`src/rtl/button_event_controller.sv`:
```
// Pushbutton front end: sync, debounce, rise detect, pending events, fixed-priority valid/ready port.
// btn_raw -> btn_level 2+DEB_CYCLES cycles, event 1 cycle later; holds under backpressure; AUTO_REPEAT_EN adds hold repeats.
module button_event_controller #(
  parameter int unsigned N_BTN         = 4,
  parameter int unsigned DEB_CYCLES    = 100000,
  parameter int unsigned REPEAT_DELAY  = 50000000,
  parameter int unsigned REPEAT_PERIOD = 10000000
) (
  input  logic                     clk,
  input  logic                     rst,
  input  logic [N_BTN-1:0]         btn_raw,
  output logic [N_BTN-1:0]         btn_level,
  output logic                     evt_valid,
  output logic [$clog2(N_BTN)-1:0] evt_id,
  input  logic                     evt_ready,
  output logic                     overrun
);
  localparam int unsigned IW = $clog2(N_BTN);
  localparam int unsigned DW = $clog2(DEB_CYCLES);

  if (N_BTN < 2 || DEB_CYCLES < 2 || REPEAT_DELAY < 2 || REPEAT_PERIOD < 1) begin : g_bad_params
    $error("button_event_controller: illegal parameter values");
  end

  typedef enum logic {S_IDLE, S_VALID} state_t;
  state_t r_state, w_state_next;

  logic [N_BTN-1:0] r_sync1, r_sync2, r_level, r_pending;
  logic [DW-1:0]    r_deb_cnt [N_BTN];
  logic [N_BTN-1:0] w_deb_done, w_rise, w_set, w_take, w_pending_next;
  logic [IW-1:0]    r_evt_id, w_id_next, w_low_id;
  logic             r_overrun, w_overrun_next, w_load;

  always_ff @(posedge clk or posedge rst) begin
    if (rst) begin
      r_sync1 <= '0;
      r_sync2 <= '0;
    end else begin
      r_sync1 <= btn_raw;
      r_sync2 <= r_sync1;
    end
  end

  // The rise is taken in the cycle the new level is accepted, so pending lands together with btn_level.
  always_comb begin
    for (int i = 0; i < N_BTN; i++) begin
      w_deb_done[i] = (r_sync2[i] != r_level[i]) && (r_deb_cnt[i] == DW'(DEB_CYCLES - 1));
    end
    w_rise = w_deb_done & r_sync2;
  end

  always_ff @(posedge clk or posedge rst) begin
    if (rst) begin
      r_level <= '0;
      for (int i = 0; i < N_BTN; i++) r_deb_cnt[i] <= '0;
    end else begin
      for (int i = 0; i < N_BTN; i++) begin
        if (r_sync2[i] == r_level[i]) begin
          r_deb_cnt[i] <= '0;
        end else if (w_deb_done[i]) begin
          r_level[i]   <= ~r_level[i];
          r_deb_cnt[i] <= '0;
        end else begin
          r_deb_cnt[i] <= r_deb_cnt[i] + DW'(1);
        end
      end
    end
  end

`ifdef AUTO_REPEAT_EN
  localparam int unsigned HMAX = (REPEAT_DELAY > REPEAT_PERIOD) ? REPEAT_DELAY : REPEAT_PERIOD;
  localparam int unsigned HW   = $clog2(HMAX);

  logic [HW-1:0]    r_hold_cnt [N_BTN];
  logic [N_BTN-1:0] r_hold_rep, w_rep_fire;

  // First fire waits REPEAT_DELAY high cycles, later ones REPEAT_PERIOD.
  always_comb begin
    for (int i = 0; i < N_BTN; i++) begin
      w_rep_fire[i] = r_level[i] && (r_hold_cnt[i] ==
                      (r_hold_rep[i] ? HW'(REPEAT_PERIOD - 1) : HW'(REPEAT_DELAY - 1)));
    end
    w_set = w_rise | w_rep_fire;
  end

  always_ff @(posedge clk or posedge rst) begin
    if (rst) begin
      r_hold_rep <= '0;
      for (int i = 0; i < N_BTN; i++) r_hold_cnt[i] <= '0;
    end else begin
      for (int i = 0; i < N_BTN; i++) begin
        if (!r_level[i]) begin
          r_hold_cnt[i] <= '0;
          r_hold_rep[i] <= 1'b0;
        end else if (w_rep_fire[i]) begin
          r_hold_cnt[i] <= '0;
          r_hold_rep[i] <= 1'b1;
        end else begin
          r_hold_cnt[i] <= r_hold_cnt[i] + HW'(1);
        end
      end
    end
  end
`else
  always_comb w_set = w_rise;
`endif

  always_comb begin
    w_low_id = '0;
    for (int i = N_BTN - 1; i >= 0; i--) begin
      if (r_pending[i]) w_low_id = IW'(i);
    end
    w_load       = (r_state == S_IDLE) || evt_ready;
    w_state_next = r_state;
    w_id_next    = r_evt_id;
    w_take       = '0;
    if (w_load) begin
      if (|r_pending) begin
        w_state_next     = S_VALID;
        w_id_next        = w_low_id;
        w_take[w_low_id] = 1'b1;
      end else begin
        w_state_next = S_IDLE;
      end
    end
    // A new set on a bit being handed out this cycle is kept: set wins over take.
    w_pending_next = (r_pending & ~w_take) | w_set;
    w_overrun_next = |(w_set & r_pending & ~w_take);
  end

  always_ff @(posedge clk or posedge rst) begin
    if (rst) begin
      r_state   <= S_IDLE;
      r_evt_id  <= '0;
      r_pending <= '0;
      r_overrun <= 1'b0;
    end else begin
      r_state   <= w_state_next;
      r_evt_id  <= w_id_next;
      r_pending <= w_pending_next;
      r_overrun <= w_overrun_next;
    end
  end

  assign btn_level = r_level;
  assign evt_valid = (r_state == S_VALID);
  assign evt_id    = r_evt_id;
  assign overrun   = r_overrun;
endmodule
```
`config.mk`:
```
export PLATFORM = sky130hd
export DESIGN_NAME = button_event_controller
export DESIGN_NICKNAME = d
export VERILOG_FILES = /design/src/rtl/button_event_controller.sv
export SDC_FILE = /design/constraint.sdc
export NUM_CORES = 1
export LEC_CHECK = 0
export ABC_AREA = 0
export BUFFER_PORTS_ARGS = -buffer_cell sky130_fd_sc_hd__buf_2
export CORE_ASPECT_RATIO = 1.75
export CORE_UTILIZATION = 50
export DETAILED_ROUTE_END_ITERATION = 8
export GPL_TIMING_DRIVEN = 0
export HOLD_SLACK_MARGIN = 0.12
export MAX_ROUTING_LAYER = met4
export PLACE_DENSITY = 0.67
export SLEW_MARGIN = 15
export SYNTH_ARGS = -nofsm -noshare
export SYNTH_HDL_FRONTEND = slang
export SYNTH_SLANG_ARGS = --single-unit
```
`constraint.sdc`:
```
create_clock -name clk -period 3.2 [get_ports clk]
set_input_delay 0.32 -clock clk [delete_from_list [all_inputs] [get_ports clk]]
set_output_delay 0.32 -clock clk [all_outputs]
set_load 0.005 [all_outputs]
```
==> flow_summary.toml, run 1 <==
[timing]
fmax_ghz = 0.426
rsz0062_at_grt = "no"
relSlewSlack_pct = 60.6
period_share_pct = 73.3
min_period_ns = 2.35
finalClockSkew_ns = 0.00446
drv_slew = 0
tns_ns = 0
setup_viol = 0
tightest_slew_ns = 0.587
hold_violations = 0
finalWorstSetupSlack_ns = 0.855

[layout]
drive_gt1_share_pct = 9.75
nFillCells = 671
final_core_util_pct = 59.4
synthToLayoutAreaGrowth_pct = 14.4
layout.nets = 447
diodes = 0
postLayoutCellArea_um2 = 4730

[power_and_ir_drop]
ir_worst_vdd_v = 0.000376
cellLeakagePower_nw = 1.97
p_per_area_nw_per_um2 = 506

[route]
via_per_inst = 5.69
dr_total_vias = 3020
firstDrtPassIters = 6
ant_nets = 0
drtIter0Drc = 214
drc = 4
drt-wirelength-per-cell_um = 14.7
drt_wl_total_um = 7780

[synthesis]
netlist_area_um2 = 4140
synth_fp_nets = 416
synthTopCellsByArea = "dfrtp_1 (53%), xnor2_1 (8.3%), nor2_1 (6.4%)"
synth-seq-cells = 88
synth_cell_types = 36
synth.avg_cell_area_um2 = 10.2
synth_warnings = 0
synthCells = 405
ys_seq_area_share_pct = 53.3
post-synth-top-area-cell = "dfrtp_1"
yosysTopAreaCellShare_pct = 53.3

[placed_design]
port_buffers = 14
dpl_cell_area_um2 = 4350
place_congestion = 0.901
dp_slack_ns = 0.826
hpwlAfterDp_um = 5410

[critical_path]
crit_path_end_kind = "flip-flop"
crit_type = "reg2reg"
start_kind = "flip-flop"
critical_path_arrival_ns = 2.55
cp_max_fo = 10
required_ns = 3.41

[clock_network]
clk_latency_ns = 0.34
cts_sinks = 88
tritoncts = "yes"
cts.htree.levels = 3
root_buffer = "clkbuf_16"
cts_inserted_buffers = 9
cts_buffer_depth = 2
clk_pin_slew_worst_paths_ns = 0.06

[global_routing]
antenna_found_initial = 0
track_usage_pct = 20.8
grt_pass1_wl_um = 13600
overflow = 0
grt_pass1_vias = 2927
grt_max_degree = 64

[hold_path]
hold_class = "reg2reg"

[status]
violations = "DRC"
outcome = "complete, but fails checks"

[floorplanning]
start_util_pct = 51.9
die_h_um = 122
num_rows = 43
ioPinCount = 15
dieArea_um2 = 8650
die_w_um = 70.7
fp.coreArea_um2 = 7960

[job]
maxCapViolations = 0
-- repair_timing --
action                                 in CTS  in global routing
hold buffers                                5                  0
setup buffers                               0                  0
resized for setup                           0                  0
endpoints found under the hold margin      29                  0
-- worst max-delay path: stages, from the launching register on --
cell and delay, ns:
dfrtp_1 0.46, ha_1 0.34, and4b_1 0.25, nand3_1 0.13, o21ai_1 0.52, clkbuf_1 0.42, nor2_1 0.10
-- state kept, by name, indices dropped and copies added (netlist names) --
signal	flops
btn_level	4
evt_id	2
evt_valid	1
overrun	1
r_deb_cnt	68
r_pending	4
r_sync1	4
r_sync2	4
-- path summary, 6_finish.rpt --
kind | depth (start not counted) | to | slack (ns) | startpoint
max | 6 | r_deb_cnt[44] | 0.85 | r_deb_cnt[34]
min | 0 | r_sync2[0] | 0.35 | r_sync1[0]
max reg2reg | 6 | r_deb_cnt[44] | 0.85 | r_deb_cnt[34]
min reg2reg | 0 | r_sync2[0] | 0.35 | r_sync1[0]
max in group asynchronous | 4 | r_deb_cnt[60] | 2.09 | rst
min in group asynchronous | 3 | r_deb_cnt[38] | 0.51 | rst
-- cell families (layout without fill, tap and decap cells) --
logic type	after synthesis	after routing	share of synthesized area (%)
compound gates	19	19	2.75
xor+xnor	60	60	12.7
fa+ha+maj	4	4	1.21
buf+inv	19	55	1.82
flops	88	88	53.3
mux	4	4	1.09
simple gates	211	211	27.2
-- area by class of cell --
class / count / area (µm²) / area share [%]
clock inverter: 4 / 76.3 / 1.61
multi-input combinational: 298 / 1860 / 39.3
sequential: 88 / 2200 / 46.5
clock buffer: 12 / 256 / 5.42
buffer: 7 / 30.0 / 0.635
tap: 90 / 113 / 2.38
inverter: 12 / 47.5 / 1.01
timing repair buffer: 20 / 148 / 3.12
-- per-stage QoR --
step | cells | hold slack (ns) | power (mW)
finish | 531 | 0.354 | 2.39
global route | 531 | 0.361 | 2.49
CTS | 531 | 0.358 | 2.43
detailed placement | 510 | 0.324 | 1.27
global placement | 509 | 0.333 | 1.26
floorplan | 405 | 0.331 | 1.23
-- where the power goes --
group / total [mW] / leakage [nW] / internal [mW] / switching (mW)
Combinational: 0.0899 / 0.620 / 0.0357 / 0.0543
Clock: 1.15 / 0.159 / 0.728 / 0.418
Sequential: 1.16 / 1.20 / 1.14 / 0.0234
Total: 2.39 / 1.97 / 1.90 / 0.495
-- Yosys cell counts (all sizes together) --
master and instances:
or2 1, ha 4, clkbuf 4, o22a 2
nand4 24, nor2 70, nand2 19, nand2b 5
and4 3, xor2 21, nor3 11, nand4b 2
dfrtp 88, and3 7, xnor2 39, o31ai 2
o21a 1, nor4b 1, and4b 1, inv 12
or4b 4, nor2b 1, a21oi 4, or3 6
mux2 4, nor4 17, or4 11, o2111ai 1
nand3 25, buf 3, o21ai 9, or4bb 3
-- layer usage --
layer	routed length [µm]	up-vias	global-route usage, %	share of wire, %
met3	208	14	4.52	2.7
met5	0	-	-	0
li1	-	1498	-	-
met2	3960	40	33.5	51
met1	3470	1468	24.9	45
met4	154	0	9.50	2.0
-- cell usage in the layout, fill, tap and decap left out, types with 2 or more instances in the layout --
| cell type | Yosys | routed |
|---|---|---|
| clkbuf_1 | 4 | 5 |
| or4_4 | 2 | 2 |
| nor2_1 | 70 | 70 |
| o31ai_1 | 2 | 2 |
| nand4_1 | 24 | 24 |
| o21ai_0 | 8 | 8 |
| and3_1 | 6 | 6 |
| xnor2_1 | 39 | 39 |
| clkbuf_8 | 0 | 2 |
| dfrtp_1 | 88 | 88 |
| or4_1 | 9 | 9 |
| clkbuf_16 | 0 | 9 |
| ha_1 | 4 | 4 |
| or4bb_1 | 3 | 3 |
| bufinv_16 | 0 | 2 |
| nand2_1 | 19 | 19 |
| buf_2 | 3 | 17 |
| nand2b_1 | 5 | 5 |
| o22a_1 | 2 | 2 |
| nor3_1 | 11 | 11 |
| or3_1 | 6 | 6 |
| nor4_1 | 17 | 17 |
| nand3_1 | 25 | 25 |
| nand4b_1 | 2 | 2 |
| a21oi_1 | 4 | 4 |
| inv_1 | 12 | 11 |
| mux2_2 | 4 | 4 |
| dlygate4sd3_1 | 0 | 5 |
| and4_1 | 3 | 3 |
| or4b_1 | 3 | 3 |
| xor2_1 | 21 | 21 |
Power figures use the tool's default switching activity.
==> inputs of run 2 (changes only) <==
- clock period: 3.2 -> 2.3 ns (I/O delays scaled with it)
==> run 2 against run 1 <==
The run still ends with DRC left. Global-route usage up 0.45 points. Total power up 35%. Highest routed layer unchanged. Final cell count up 1.1%. Clock skew up 0.0020 ns. Critical path depth down 2. Sequential share of layout area down 0.47 points. Core utilization up 0.74 points. Clock power up 30%. Maximum frequency up 3.9%. Combinational power up 43%. Sequential cell count unchanged.
==> flow_summary.toml, run 2 (synthesis results as in run 1) <==
[timing]
relSlewSlack_pct = 57.8
min_period_ns = 2.26
fmax_ghz = 0.443
setup_viol = 0
hold_ws_ns = 0.345
finalClockSkew_ns = 0.00647
rsz0062_at_grt = "no"
drv_slew = 0
tns_ns = 0
period_share_pct = 98.1
tightest_slew_ns = 0.632
hold_violations = 0

[layout]
synthToLayoutAreaGrowth_pct = 15.8
layout.nets = 454
max_flop_register = "r_deb_cnt"
mostFrequentLayoutCells = "dfrtp_1 (84), nor2_1 (70), xnor2_1 (39), nand3_1 (25), nand4_1 (24)"
drive_gt1_share_pct = 13.4
largest_reg_flops = 68
final_common_cell = "dfrtp_1"
diodes = 0

[clock_network]
cts_sinks = 88
cts.htree.levels = 3
cts_buffer_depth = 2
clk_pin_slew_worst_paths_ns = 0.06
clk_latency_ns = 0.34
tritoncts = "yes"
root_buffer = "clkbuf_16"
cts_inserted_buffers = 9

[route]
drtIter0Drc = 169
dr_total_vias = 3090
via_per_inst = 5.75
drc = 2
drt-wirelength-per-cell_um = 15.0
firstDrtPassIters = 6
drt_wl_total_um = 8080
ant_nets = 0

[floorplanning]
num_rows = 43
die_h_um = 122
ioPinCount = 15
start_util_pct = 51.9
fp.coreArea_um2 = 7960
die_w_um = 70.7
dieArea_um2 = 8650

[critical_path]
r2r_slack_ns = 0.04
start_kind = "flip-flop"
required_ns = 2.55
r2r_cells = 4
crit_type = "reg2reg"
crit_path_end_kind = "flip-flop"
cp_max_fo = 5
reg2reg_from = "r_deb_cnt[23]"
critical_path_arrival_ns = 2.51
reg2reg_to = "overrun"

[global_routing]
grt_max_degree = 36
overflow = 0
antenna_found_initial = 0
grt_pass1_vias = 3036
track_usage_pct = 21.2
grt_pass1_wl_um = 13800

[hold_path]
whs_path_depth = 0
holdCritStartpoint = "r_sync1[0]"
holdPathEnd = "r_sync2[0]"
hold_class = "reg2reg"

[status]
outcome = "complete, but fails checks"
violations = "DRC"

[power_and_ir_drop]
ir_worst_vdd_v = 0.000537
cellLeakagePower_nw = 2.01
p_per_area_nw_per_um2 = 677
power.total_mw = 3.24

[placed_design]
place_congestion = 0.911
port_buffers = 14
hpwlAfterDp_um = 5430

[job]
maxCapViolations = 0
==> run 2: critical path: stages (launching register included) <==
cell and delay (ns):
dfrtp_2 0.43, or4bb_1 0.52, or4_4 0.59, or4b_1 0.51
o2111ai_2 0.11
==> run 2: per-layer routing <==
metal	global-route usage [%]	share of wire, %	vias up	wire length, µm
met2	36.4	53	38	4260
met4	9.50	1.8	0	147
li1	-	-	1513	-
met1	23.9	43	1527	3470
met3	4.02	2.4	12	191
met5	-	0	-	0
==> run 2: per-stage QoR <==
step | setup WS, ns | instances | area [µm²] | util, %
final | 0.0428 | 537 | 4790 | 60.2
after global routing | 0.00585 | 537 | 4790 | 60.2
after CTS | 0.0238 | 533 | 4740 | 59.5
after detailed placement | -0.0353 | 511 | 4360 | 54.8
after global placement | -0.0284 | 509 | 4320 | 54.3
after floorplan | 0.183 | 405 | 4140 | -
==> run 2: cell type report <==
class	instances	area, µm²
multi-input combinational	298	1880
clock inverter	3	40.0
inverter	12	48.8
clock buffer	12	267
sequential	88	2210
buffer	7	33.8
tap	90	113
timing repair buffer	27	205
fill	666	3170
==> run 2: where the power goes <==
group	total (mW)	switching [mW]	internal, mW
Sequential	1.61	0.0332	1.58
Clock	1.50	0.578	0.920
Combinational	0.129	0.0761	0.0525
Total	3.24	0.688	2.55
==> run 2: worst max path at each step <==
stage / startpoint / to / slack [ns] / cells after the start
detailed placement: r_deb_cnt[34] / r_deb_cnt[42] / -0.04 / 6
CTS: r_deb_cnt[12] / overrun / 0.02 / 4
finish: r_deb_cnt[23] / overrun / 0.04 / 4
global route: r_deb_cnt[13] / overrun / 0.006 / 4
global placement: r_deb_cnt[34] / r_deb_cnt[47] / -0.03 / 6
floorplan: r_deb_cnt[30] / overrun / 0.18 / 4
==> run 2: what timing repair did <==
action,in CTS,in global routing
hold buffers,5,0
resized for setup,1,11
setup endpoints to repair,11,41
pin swaps,0,2
endpoints found under the hold margin,31,0
cloned,0,0
buffers inserted,2,4
==> inputs of run 3 (changes only) <==
- CORE_UTILIZATION: 50 -> 30
- PLACE_DENSITY: 0.67 -> unset
==> run 3 against run 2 <==
The flow now finishes without violations. Combinational power hardly changed. Maximum frequency decreased by 0.89%. Non-clock buffer count shrank 2. Worst setup slack worse by 0.020 ns. Core utilization is 24 points lower. Die area increased by 65%. Sequential power about the same. Total power up 2.0%. Critical endpoint unchanged. Largest cell class unchanged. Largest power group unchanged. Highest routed layer unchanged.
==> flow_summary.toml, run 3 (synthesis results as in run 1) <==
[status]
outcome = "finished, final reports clean"

[layout]
final_common_cell = "dfrtp_1"
drive_gt1_share_pct = 12.8
max_flop_register = "r_deb_cnt"
layout.nets = 452
final_cells = 620
synthToLayoutAreaGrowth_pct = 18.3
diodes = 0
largest_reg_flops = 68
final_core_util_pct = 36.4
mostFrequentLayoutCells = "dfrtp_1 (86), nor2_1 (70), xnor2_1 (39), nand3_1 (25), nand4_1 (24)"

[hold_path]
hold_class = "reg2reg"
holdCritStartpoint = "r_sync1[1]"
whs_path_depth = 0
holdPathEnd = "r_sync2[1]"

[timing]
relSlewSlack_pct = 63.3
hold_violations = 0
drv_slew = 0
fmax_ghz = 0.439
period_share_pct = 99.0
rsz0062_at_grt = "no"
finalClockSkew_ns = 0.00601
min_period_ns = 2.28
tightest_slew_ns = 0.550
tns_ns = 0
finalWorstSetupSlack_ns = 0.0226
setup_viol = 0

[route]
drt_wl_total_um = 8190
ant_nets = 0
drc = 0
drtIter0Drc = 152
dr_total_vias = 3091
drt-wirelength-per-cell_um = 13.2
via_per_inst = 4.99
firstDrtPassIters = 4

[global_routing]
grt_pass1_vias = 3112
grt_max_degree = 34
track_usage_pct = 12.8
grt_pass1_wl_um = 14200
antenna_found_initial = 0
overflow = 0

[floorplanning]
start_util_pct = 30.7
fp.coreArea_um2 = 13500
ioPinCount = 15
dieArea_um2 = 14300
die_w_um = 90.8
num_rows = 56
die_h_um = 157

[clock_network]
tritoncts = "yes"
cts_buffer_depth = 2
cts_sinks = 88
clk_pin_slew_worst_paths_ns = 0.06
clk_latency_ns = 0.34
cts.htree.levels = 3
root_buffer = "clkbuf_16"
cts_inserted_buffers = 9

[placed_design]
hpwlAfterDp_um = 5790
place_congestion = 0.899
dp_slack_ns = -0.0625
numPlacedInstances = 595
port_buffers = 14

[critical_path]
reg2reg_to = "overrun"
critical_path_arrival_ns = 2.52
slowest_stage = "or4_4"
r2r_cells = 4
cp_max_fo = 6
r2r_slack_ns = 0.02
cp-startpoint = "r_deb_cnt[8]"
crit_path_cell_trace = "or4_1 > or4_4 > or4b_1 > o2111ai_2"
reg2reg_from = "r_deb_cnt[8]"
critical-path-max-stage-delay_ns = 0.59
required_ns = 2.54
start_kind = "flip-flop"
crit_path_end_kind = "flip-flop"
crit_type = "reg2reg"

[job]
maxCapViolations = 0

[power_and_ir_drop]
cellLeakagePower_nw = 2.00
ir_worst_vdd_v = 0.000473
p_per_area_nw_per_um2 = 676
power.total_mw = 3.31
-- run 3: changes by cell type in the layout (fill, tap and decap cells not counted), sizes merged --
cell,before,now
buf,24,22
bufinv,1,2
clkbuf,17,14
clkinv,2,3
clkinvlp,1,2
inv,11,12
-- run 3: cell type report --
| cell class | count | area [µm²] |
|---|---|---|
| flip-flops and latches | 88 | 2200 |
| well taps | 174 | 218 |
| repair buffers | 25 | 190 |
| fillers | 1378 | 8560 |
| plain buffers | 7 | 33.8 |
| inverters | 12 | 48.8 |
| multi-input cells | 298 | 1880 |
| clock inverters | 7 | 95.1 |
| clock buffers | 9 | 225 |
-- run 3: power breakdown --
group          internal, mW  leakage [nW]  total [mW]  switching [mW]
registers              1.58          1.19        1.61          0.0317
clock network         0.953         0.156        1.57           0.613
logic                0.0528         0.653       0.130          0.0773
-- run 3: through the flow --
step / hold slack, ns / cell area [µm²]
3_5_place_dp: 0.319 / 4470
4_1_cts: 0.357 / 4860
6_report: 0.350 / 4890
2_1_floorplan: 0.261 / 4140
5_1_grt: 0.366 / 4890
3_3_place_gp: 0.334 / 4430
-- run 3: metal layers --
layer / global-route usage (%) / part of all wire, %
met1: 14.1 / 43
met2: 21.4 / 51
met3: 2.80 / 3.4
met4: 6.91 / 2.6
met5: - / 0
-- run 3: worst max-delay path by stage --
stage | to | slack [ns] | depth (start not counted)
floorplan | overrun | 0.18 | 4
global placement | r_deb_cnt[48] | -0.03 | 6
detailed placement | r_deb_cnt[44] | -0.06 | 6
CTS | overrun | 0.005 | 4
global route | r_deb_cnt[25] | 0.002 | 5
finish | overrun | 0.02 | 4
-- run 3: critical path: cells and delay by family (launching register included) --
family / cells / cell delay [ns]
AOI/OAI and AO/OA: 1 / 0.12
and+or+nand+nor: 3 / 1.62
DFF: 1 / 0.44
-- run 3: what timing repair did --
action / in CTS / in global routing
setup buffers: 3 / 1
pin swaps: 0 / 1
setup endpoints to repair: 11 / 31
hold buffers: 5 / 0
endpoints found under the hold margin: 27 / 0
resized for setup: 2 / 8
